File: src/rtl/req_pending_pkg.sv
// Shared types and helpers for the pending-request counter: count type,
// saturation limit and the position of each channel count in cnt_flat.
package req_pending_pkg;

  localparam int CNT_W_MAX = 8;

  // Wide enough for the largest supported CNT_W; channels keep the low CNT_W bits.
  typedef logic [CNT_W_MAX-1:0] cnt_t;

  function automatic cnt_t sat_max(input int cnt_w);
    return cnt_t'((1 << cnt_w) - 1);
  endfunction

  function automatic int flat_lo(input int idx, input int cnt_w);
    return idx * cnt_w;
  endfunction

endpackage

File: src/rtl/req_pending_chan.sv
// One request channel: saturating up/down pending counter with an optional
// sticky overflow flag (built only when REQ_PENDING_OVF_EN is defined).
module req_pending_chan
  import req_pending_pkg::*;
#(
  parameter int CNT_W = 4
) (
  input  logic             clk,
  input  logic             rst,
  input  logic             flush,
  input  logic             inc,
  input  logic             grant_valid,
  input  logic             grant_bit,
  output logic [CNT_W-1:0] cnt,
  output logic             ovf
);

  localparam cnt_t             MAX_FULL = sat_max(CNT_W);
  localparam logic [CNT_W-1:0] CNT_MAX  = MAX_FULL[CNT_W-1:0];

  logic             w_dec;
  logic             w_at_max;
  logic             w_at_zero;
  logic [CNT_W-1:0] r_cnt;

  assign w_dec     = grant_valid & grant_bit;
  assign w_at_max  = (r_cnt == CNT_MAX);
  assign w_at_zero = (r_cnt == '0);

  // A simultaneous inc and dec cancels out, even when saturated.
  always_ff @(posedge clk or posedge rst) begin
    if (rst) begin
      r_cnt <= '0;
    end else if (flush) begin
      r_cnt <= '0;
    end else if (inc && !w_dec && !w_at_max) begin
      r_cnt <= r_cnt + CNT_W'(1);
    end else if (w_dec && !inc && !w_at_zero) begin
      r_cnt <= r_cnt - CNT_W'(1);
    end
  end

  assign cnt = r_cnt;

`ifdef REQ_PENDING_OVF_EN
  logic r_ovf;

  always_ff @(posedge clk or posedge rst) begin
    if (rst) begin
      r_ovf <= 1'b0;
    end else if (flush) begin
      r_ovf <= 1'b0;
    end else if (inc && !w_dec && w_at_max) begin
      r_ovf <= 1'b1;
    end
  end

  assign ovf = r_ovf;
`else
  assign ovf = 1'b0;
`endif

endmodule

File: src/rtl/req_pending_counter.sv
// Per-channel pending-request counters feeding a round-robin encoder.
// Optional sticky overflow flags are enabled by defining REQ_PENDING_OVF_EN.
module req_pending_counter
  import req_pending_pkg::*;
#(
  parameter int WIDTH = 8,
  parameter int CNT_W = 4
) (
  input  logic                   clk,
  input  logic                   rst,
  input  logic                   flush,
  input  logic [WIDTH-1:0]       req_pulse,
  input  logic                   grant_valid,
  input  logic [WIDTH-1:0]       grant_filt,
  output logic [WIDTH-1:0]       pending,
  output logic                   busy,
  output logic [WIDTH*CNT_W-1:0] cnt_flat,
  output logic [WIDTH-1:0]       ovf
);

  logic [CNT_W-1:0] w_cnt [WIDTH];

  generate
    for (genvar gi = 0; gi < WIDTH; gi++) begin : g_chan
      req_pending_chan #(
        .CNT_W(CNT_W)
      ) u_chan (
        .clk        (clk),
        .rst        (rst),
        .flush      (flush),
        .inc        (req_pulse[gi]),
        .grant_valid(grant_valid),
        .grant_bit  (grant_filt[gi]),
        .cnt        (w_cnt[gi]),
        .ovf        (ovf[gi])
      );

      assign cnt_flat[flat_lo(gi, CNT_W) +: CNT_W] = w_cnt[gi];
      assign pending[gi] = |w_cnt[gi];
    end
  endgenerate

  assign busy = |pending;

endmodule

File: config.mk
export PLATFORM = sky130hd
export DESIGN_NAME = req_pending_counter
export DESIGN_NICKNAME = d
export VERILOG_FILES = /design/src/rtl/req_pending_pkg.sv /design/src/rtl/req_pending_chan.sv /design/src/rtl/req_pending_counter.sv
export SDC_FILE = /design/constraint.sdc
export NUM_CORES = 1
export LEC_CHECK = 0
export ABC_AREA = 1
export ABC_CLOCK_PERIOD_IN_PS = 1750
export CORE_MARGIN = 4
export CORE_UTILIZATION = 23
export DETAILED_ROUTE_END_ITERATION = 10
export GPL_ROUTABILITY_DRIVEN = 0
export HOLD_SLACK_MARGIN = 0.12
export MAX_ROUTING_LAYER = met4
export SYNTH_ARGS = -nofsm -noshare
export SYNTH_HDL_FRONTEND = slang
export SYNTH_HIERARCHICAL = 1
export SYNTH_SLANG_ARGS = --single-unit
export TNS_END_PERCENT = 10
File: constraint.sdc
create_clock -name clk -period 1.75 [get_ports clk]
set_input_delay 0.4375 -clock clk [delete_from_list [all_inputs] [get_ports clk]]
set_output_delay 0.4375 -clock clk [all_outputs]
set_load 0.01 [all_outputs]
==> results.yml, run 1 <==
cts:
  clock_latency_ns: 0.28
  cts.htree.levels: 2
  cts.sinks: 32
  numCtsBuffers: 5
  clkTransAtPathRegs_ns: 0.06
  cts_root_buf: "clkbuf_16"
  cts_buffer_depth: 2
  cts_hold_buf: 0
  cts_tree: "done"
timing:
  max_freq_ghz: 0.550
  fin_crit_ns: 1.82
  skew_ns: 0.00272
  setup_viol: 2
  hold_violations: 0
  whs_ns: 0.640
  slew_violations: 0
  fin_crit_sh_pct: 104
  setup_slack_ns: -0.0667
  rsz0062_at_grt: "true"
worst_setup_path:
  required_ns: 1.31
  start_kind: "flop"
  slowest_stage: "dfrtp_1"
  crit_path_max_incr_delay_ns: 0.39
  worstSetupPathType: "flop to output port"
  crit_chain: "or2_1 > nor2_2 > nand2_2 > nor2_4 > nand2_1 > buf_2"
  cp.arrival_ns: 1.38
  critPathCaptureType: "output port"
  crit_path_max_fanout: 2
yosys:
  synth-seq-area-share_pct: 22.8
  avgSynthCellArea_um2: 7.35
  synth_edf_count: 0
  ys_ff_latch: 32
  syn-num-nets: 522
  synth.distinct_cells: 26
  netlist_instances: 478
  synth_area_um2: 3510
  synthArstFlopShare_pct: 100
  synth_flop_cell: "dfrtp_1"
  ys_warn_count: 6
route:
  wl_per_cell_um: 10.9
  dr_total_vias: 3242
  drtAntennaViolNets: 0
  via_per_inst: 4.06
  post-route-drc-count: 0
  firstDrtPassIters: 4
  wirelength_mm: 8.70
  drtIter0Drc: 159
power_and_ir_drop:
  leakage_nw: 2.93
  irDropWorstVdd_mv: 0.349
  p_per_area_nw_per_um2: 1020
die:
  ios: 69
  initial_utilization_pct: 23.8
  rows: 44
  die_h_um: 132
  die_w_um: 132
  core_area_um2: 14800
  dieArea_um2: 17300
layout:
  antenna_cells: 0
  largest_register_ffs: 32
  finish.net_count: 658
  drive_above_1_share_pct: 33.5
  area_growth_pct: 50.8
global_routing:
  overflow: 0
  grt_max_degree: 17
  antenna_found_initial: 0
  grt_pass1_wl_mm: 15.2
  grt_pass1_vias: 3210
  grtUsageTotal_pct: 10.8
outcome:
  status: "finished with violations"
  failed_checks: "negative setup slack"
run:
  max_cap_violations: 0
placed_design:
  port_buffers: 60
  place_ws_ns: -0.573
  dpl.hpwl_mm: 6.81
worst_hold_path:
  hold_class: "input pin to flop"
what timing repair did:
| action | in CTS | in global routing |
|---|---|---|
| gates cloned | 1 | 0 |
| setup buffers | 4 | 2 |
| resized for setup | 66 | 55 |
| pin swaps | 17 | 19 |
| endpoints found under the setup margin | 51 | 41 |
layout make-up:
cell class / instances / area (um^2)
Clock buffer: 7 / 153
Clock inverter: 1 / 30.0
Fill cell: 1572 / 9460
Inverter: 121 / 507
Multi-Input combinational cell: 317 / 2330
Sequential cell: 32 / 801
Tap cell: 184 / 230
Timing Repair Buffer: 137 / 1250
final timing paths:
kind,from,end,slack [ns],cells past startpoint
max,g_chan[0].u_chan/cnt[3],busy,-0.07,6
min,req_pulse[5],g_chan[5].u_chan/cnt[3],0.64,5
max reg2reg,g_chan[5].u_chan/cnt[1],g_chan[5].u_chan/cnt[3],0.08,12
min reg2reg,g_chan[2].u_chan/cnt[3],g_chan[2].u_chan/cnt[3],0.66,3
max in group asynchronous,rst,g_chan[0].u_chan/cnt[1],0.88,2
min in group asynchronous,rst,g_chan[4].u_chan/cnt[0],0.68,2
Yosys cell counts (11+ instances only):
| cell | count | area, um^2 |
|---|---|---|
| nand2_1 | 96 | 360 |
| inv_1 | 94 | 353 |
| nand3_1 | 37 | 185 |
| nor2_1 | 37 | 139 |
| dfrtp_1 | 32 | 801 |
| nand2_2 | 18 | 113 |
| ha_1 | 16 | 200 |
| o22ai_1 | 16 | 100 |
| inv_2 | 11 | 41.3 |
layout by cell type (no fill, tap or decap), types with 16 or more instances in the layout:
cell type,count
inv_2,17
dfrtp_1,32
inv_1,88
dlymetal6s2s_1,21
buf_4,66
nand2_2,19
dlygate4sd2_1,28
nand3_1,36
nor2_1,32
nand2_1,92
o22ai_1,16
power by group:
group	total (mW)	switching, mW	leakage (nW)	internal [mW]
registers	1.01	0.0916	0.417	0.917
clock network	1.08	0.326	0.0901	0.749
logic	3.31	1.69	2.42	1.62
worst max-delay path, delay by kind of cell (launching register included):
family	cells	cell delay (ns)
simple gates	5	0.58
flops	1	0.39
buf+inv	1	0.13
kinds of logic after synthesis:
family / Yosys count / share of synthesized area, %
AO/OA/AOI/OAI: 45 / 10.4
XOR/XNOR: 8 / 1.99
adder cells (fa/ha/maj): 24 / 10.3
buffers and inverters: 129 / 16.1
flip-flops: 32 / 22.8
other: 8 / 0.855
AND/OR/NAND/NOR: 232 / 37.6
layer usage:
layer | wire length (um) | global-route usage [%]
met5 | 0 | -
met4 | 119 | 3.15
met3 | 293 | 1.64
met2 | 4340 | 18.5
met1 | 3950 | 13.3
stage by stage:
stage	utilization [%]	power (mW)	setup TNS, ns	std cells	area [um^2]
after floorplan	-	2.71	0	478	3510
after global placement	32.8	4.15	-12.73	785	4840
after detailed placement	32.8	4.18	-13.23	785	4840
after CTS	34.9	5.36	-0.494	798	5160
after global routing	35.9	5.90	-0.530	799	5300
final	35.9	5.39	-0.0764	799	5300
No activity file was read; power rests on OpenSTA's default activity.
==> run 2: changes to the inputs <==
- ABC_CLOCK_PERIOD_IN_PS: 1750 -> 2000
- CAP_MARGIN: default -> 20
- clock period: 1.75 -> 2 ns (I/O delays scaled with it)
==> results.yml, run 2 (synthesized netlist as in run 1, its figures left out) <==
route:
  wirelength_mm: 8.64
  wl_per_cell_um: 10.9
  drtAntennaViolNets: 0
  via_per_inst: 4.05
  dr_total_vias: 3203
  drtIter0Drc: 165
  firstDrtPassIters: 4
  post-route-drc-count: 0
global_routing:
  grt_pass1_wl_mm: 14.7
  grt_pass1_vias: 3178
  antenna_found_initial: 0
  grt_max_degree: 17
  grtUsageTotal_pct: 10.4
  overflow: 0
worst_setup_path:
  worstReg2RegStart: "g_chan[7].u_chan/cnt[2]"
  crit_chain: "or2_1 > nor2_2 > nand2_2 > nor2_4 > nand2_1 > dlygate4sd2_1"
  start_kind: "flop"
  slowest_stage: "dfrtp_1"
  crit_path_max_fanout: 2
  crit_family: "simple AND/OR/NAND/NOR gates"
  r2r_end: "g_chan[7].u_chan/cnt[2]"
  crit_path_max_incr_delay_ns: 0.37
  critPathBufInv: 1
  rr_worst_depth: 10
  critPathCaptureType: "output port"
  worstSetupPathType: "flop to output port"
  crit_cells: 6
  required_ns: 1.50
  r2r_setup_slack_ns: 0.27
  cp.arrival_ns: 1.54
placed_design:
  port_buffers: 60
  dpl_cell_area_um2: 4830
  dpl.hpwl_mm: 7.05
worst_hold_path:
  hold_class: "flop to flop"
  hold-path-cell-count: 4
  min_to: "g_chan[5].u_chan/cnt[0]"
  hold_start: "g_chan[5].u_chan/cnt[0]"
cts:
  cts_tree: "done"
  numCtsBuffers: 5
  cts.sinks: 32
  clkTransAtPathRegs_ns: 0.06
  cts_buffer_depth: 2
  cts_hold_buf: 0
  cts_root_buf: "clkbuf_16"
  postCtsSetupBuffers: 0
  clock_latency_ns: 0.28
  cts.htree.levels: 2
timing:
  setup_viol: 1
  rsz0062_at_grt: "true"
  tns_ns: -0.0450
  skew_ns: 0.00159
  max_freq_ghz: 0.489
  slew_violations: 0
  fin_crit_ns: 2.04
  hold_violations: 0
  fin_crit_sh_pct: 102
  setup_slack_ns: -0.0450
power_and_ir_drop:
  irDropWorstVdd_mv: 0.275
  leakage_nw: 2.57
  p_per_area_nw_per_um2: 879
layout:
  final_cell_mix: "95 x nand2_1, 92 x inv_1, 67 x buf_4, 50 x clkdlybuf4s50_1, 37 x nand3_1"
  finish.net_count: 650
  antenna_cells: 0
  largest_register_ffs: 32
  final_cell_area_um2: 5150
  final_common_cell: "nand2_1"
  area_growth_pct: 46.6
  drive_above_1_share_pct: 31.1
die:
  die_h_um: 132
  core_area_um2: 14800
  dieArea_um2: 17300
  die_w_um: 132
  ios: 69
  initial_utilization_pct: 23.8
  rows: 44
outcome:
  failed_checks: "negative setup slack"
  status: "finished with violations"
run:
  max_cap_violations: 0
-- run 2: changes by cell type in the layout (fill, tap and decap cells not counted), sizes merged, moves of 2 or more --
cell           change
clkinvlp           +2
dlygate4sd2       -24
clkinv             +2
inv                -2
clkbuf             -4
clkdlybuf4s15      -2
clkdlybuf4s50     +47
buf               -11
dlymetal6s2s      -15
-- run 2: worst max path at each step --
stage	start	to	slack (ns)
floorplan	req_pulse[1]	g_chan[1].u_chan/cnt[3]	0.30
global placement	grant_valid	g_chan[6].u_chan/cnt[3]	-0.35
detailed placement	grant_valid	g_chan[3].u_chan/cnt[3]	-0.38
CTS	g_chan[0].u_chan/cnt[3]	busy	-0.10
global route	g_chan[0].u_chan/cnt[3]	busy	-0.13
finish	g_chan[0].u_chan/cnt[3]	busy	-0.04
-- run 2: what timing repair did --
action                     in CTS  in global routing
pin swaps                      10                  1
setup endpoints to repair      19                 11
gates resized for setup        15                 21
-- run 2: routing by layer --
metal  wire (um)  up-vias  GRT usage, %
met1        3800     1430          12.2
met3         321        8          1.68
met5           0        -             -
met4         138        0          2.63
met2        4370       56          18.5
li1            -     1709             -
-- run 2: final cells by class --
| type | instances | area, um^2 |
|---|---|---|
| Fill cell | 1574 | 9600 |
| Multi-Input combinational cell | 317 | 2310 |
| Timing Repair Buffer | 129 | 1150 |
| Sequential cell | 32 | 801 |
| Inverter | 121 | 504 |
| Tap cell | 184 | 230 |
| Clock buffer | 6 | 139 |
| Clock inverter | 2 | 15.0 |
-- run 2: power breakdown --
group	internal (mW)	total, mW	switching [mW]	leakage (nW)
Clock	0.495	0.779	0.285	0.0691
Sequential	0.801	0.875	0.0731	0.417
Combinational	1.42	2.87	1.45	2.09
-- run 2: through the flow --
stage	instances	setup WS (ns)	utilization, %	power, mW	hold slack, ns
2_1_floorplan	478	0.297	-	2.37	0.266
3_3_place_gp	783	-0.347	32.7	3.59	0.665
3_5_place_dp	783	-0.382	32.7	3.63	0.668
4_1_cts	791	-0.105	34.3	4.52	0.682
5_1_grt	791	-0.128	34.9	4.96	0.725
6_report	791	-0.0450	34.9	4.53	0.677
-- run 2: worst min-delay path, delay by kind of cell (launching register included) --
family	cells	cell delay, ns
and+or+nand+nor	1	0.06
AOI/OAI and AO/OA	1	0.05
buffers and inverters	2	0.19
DFF	1	0.34
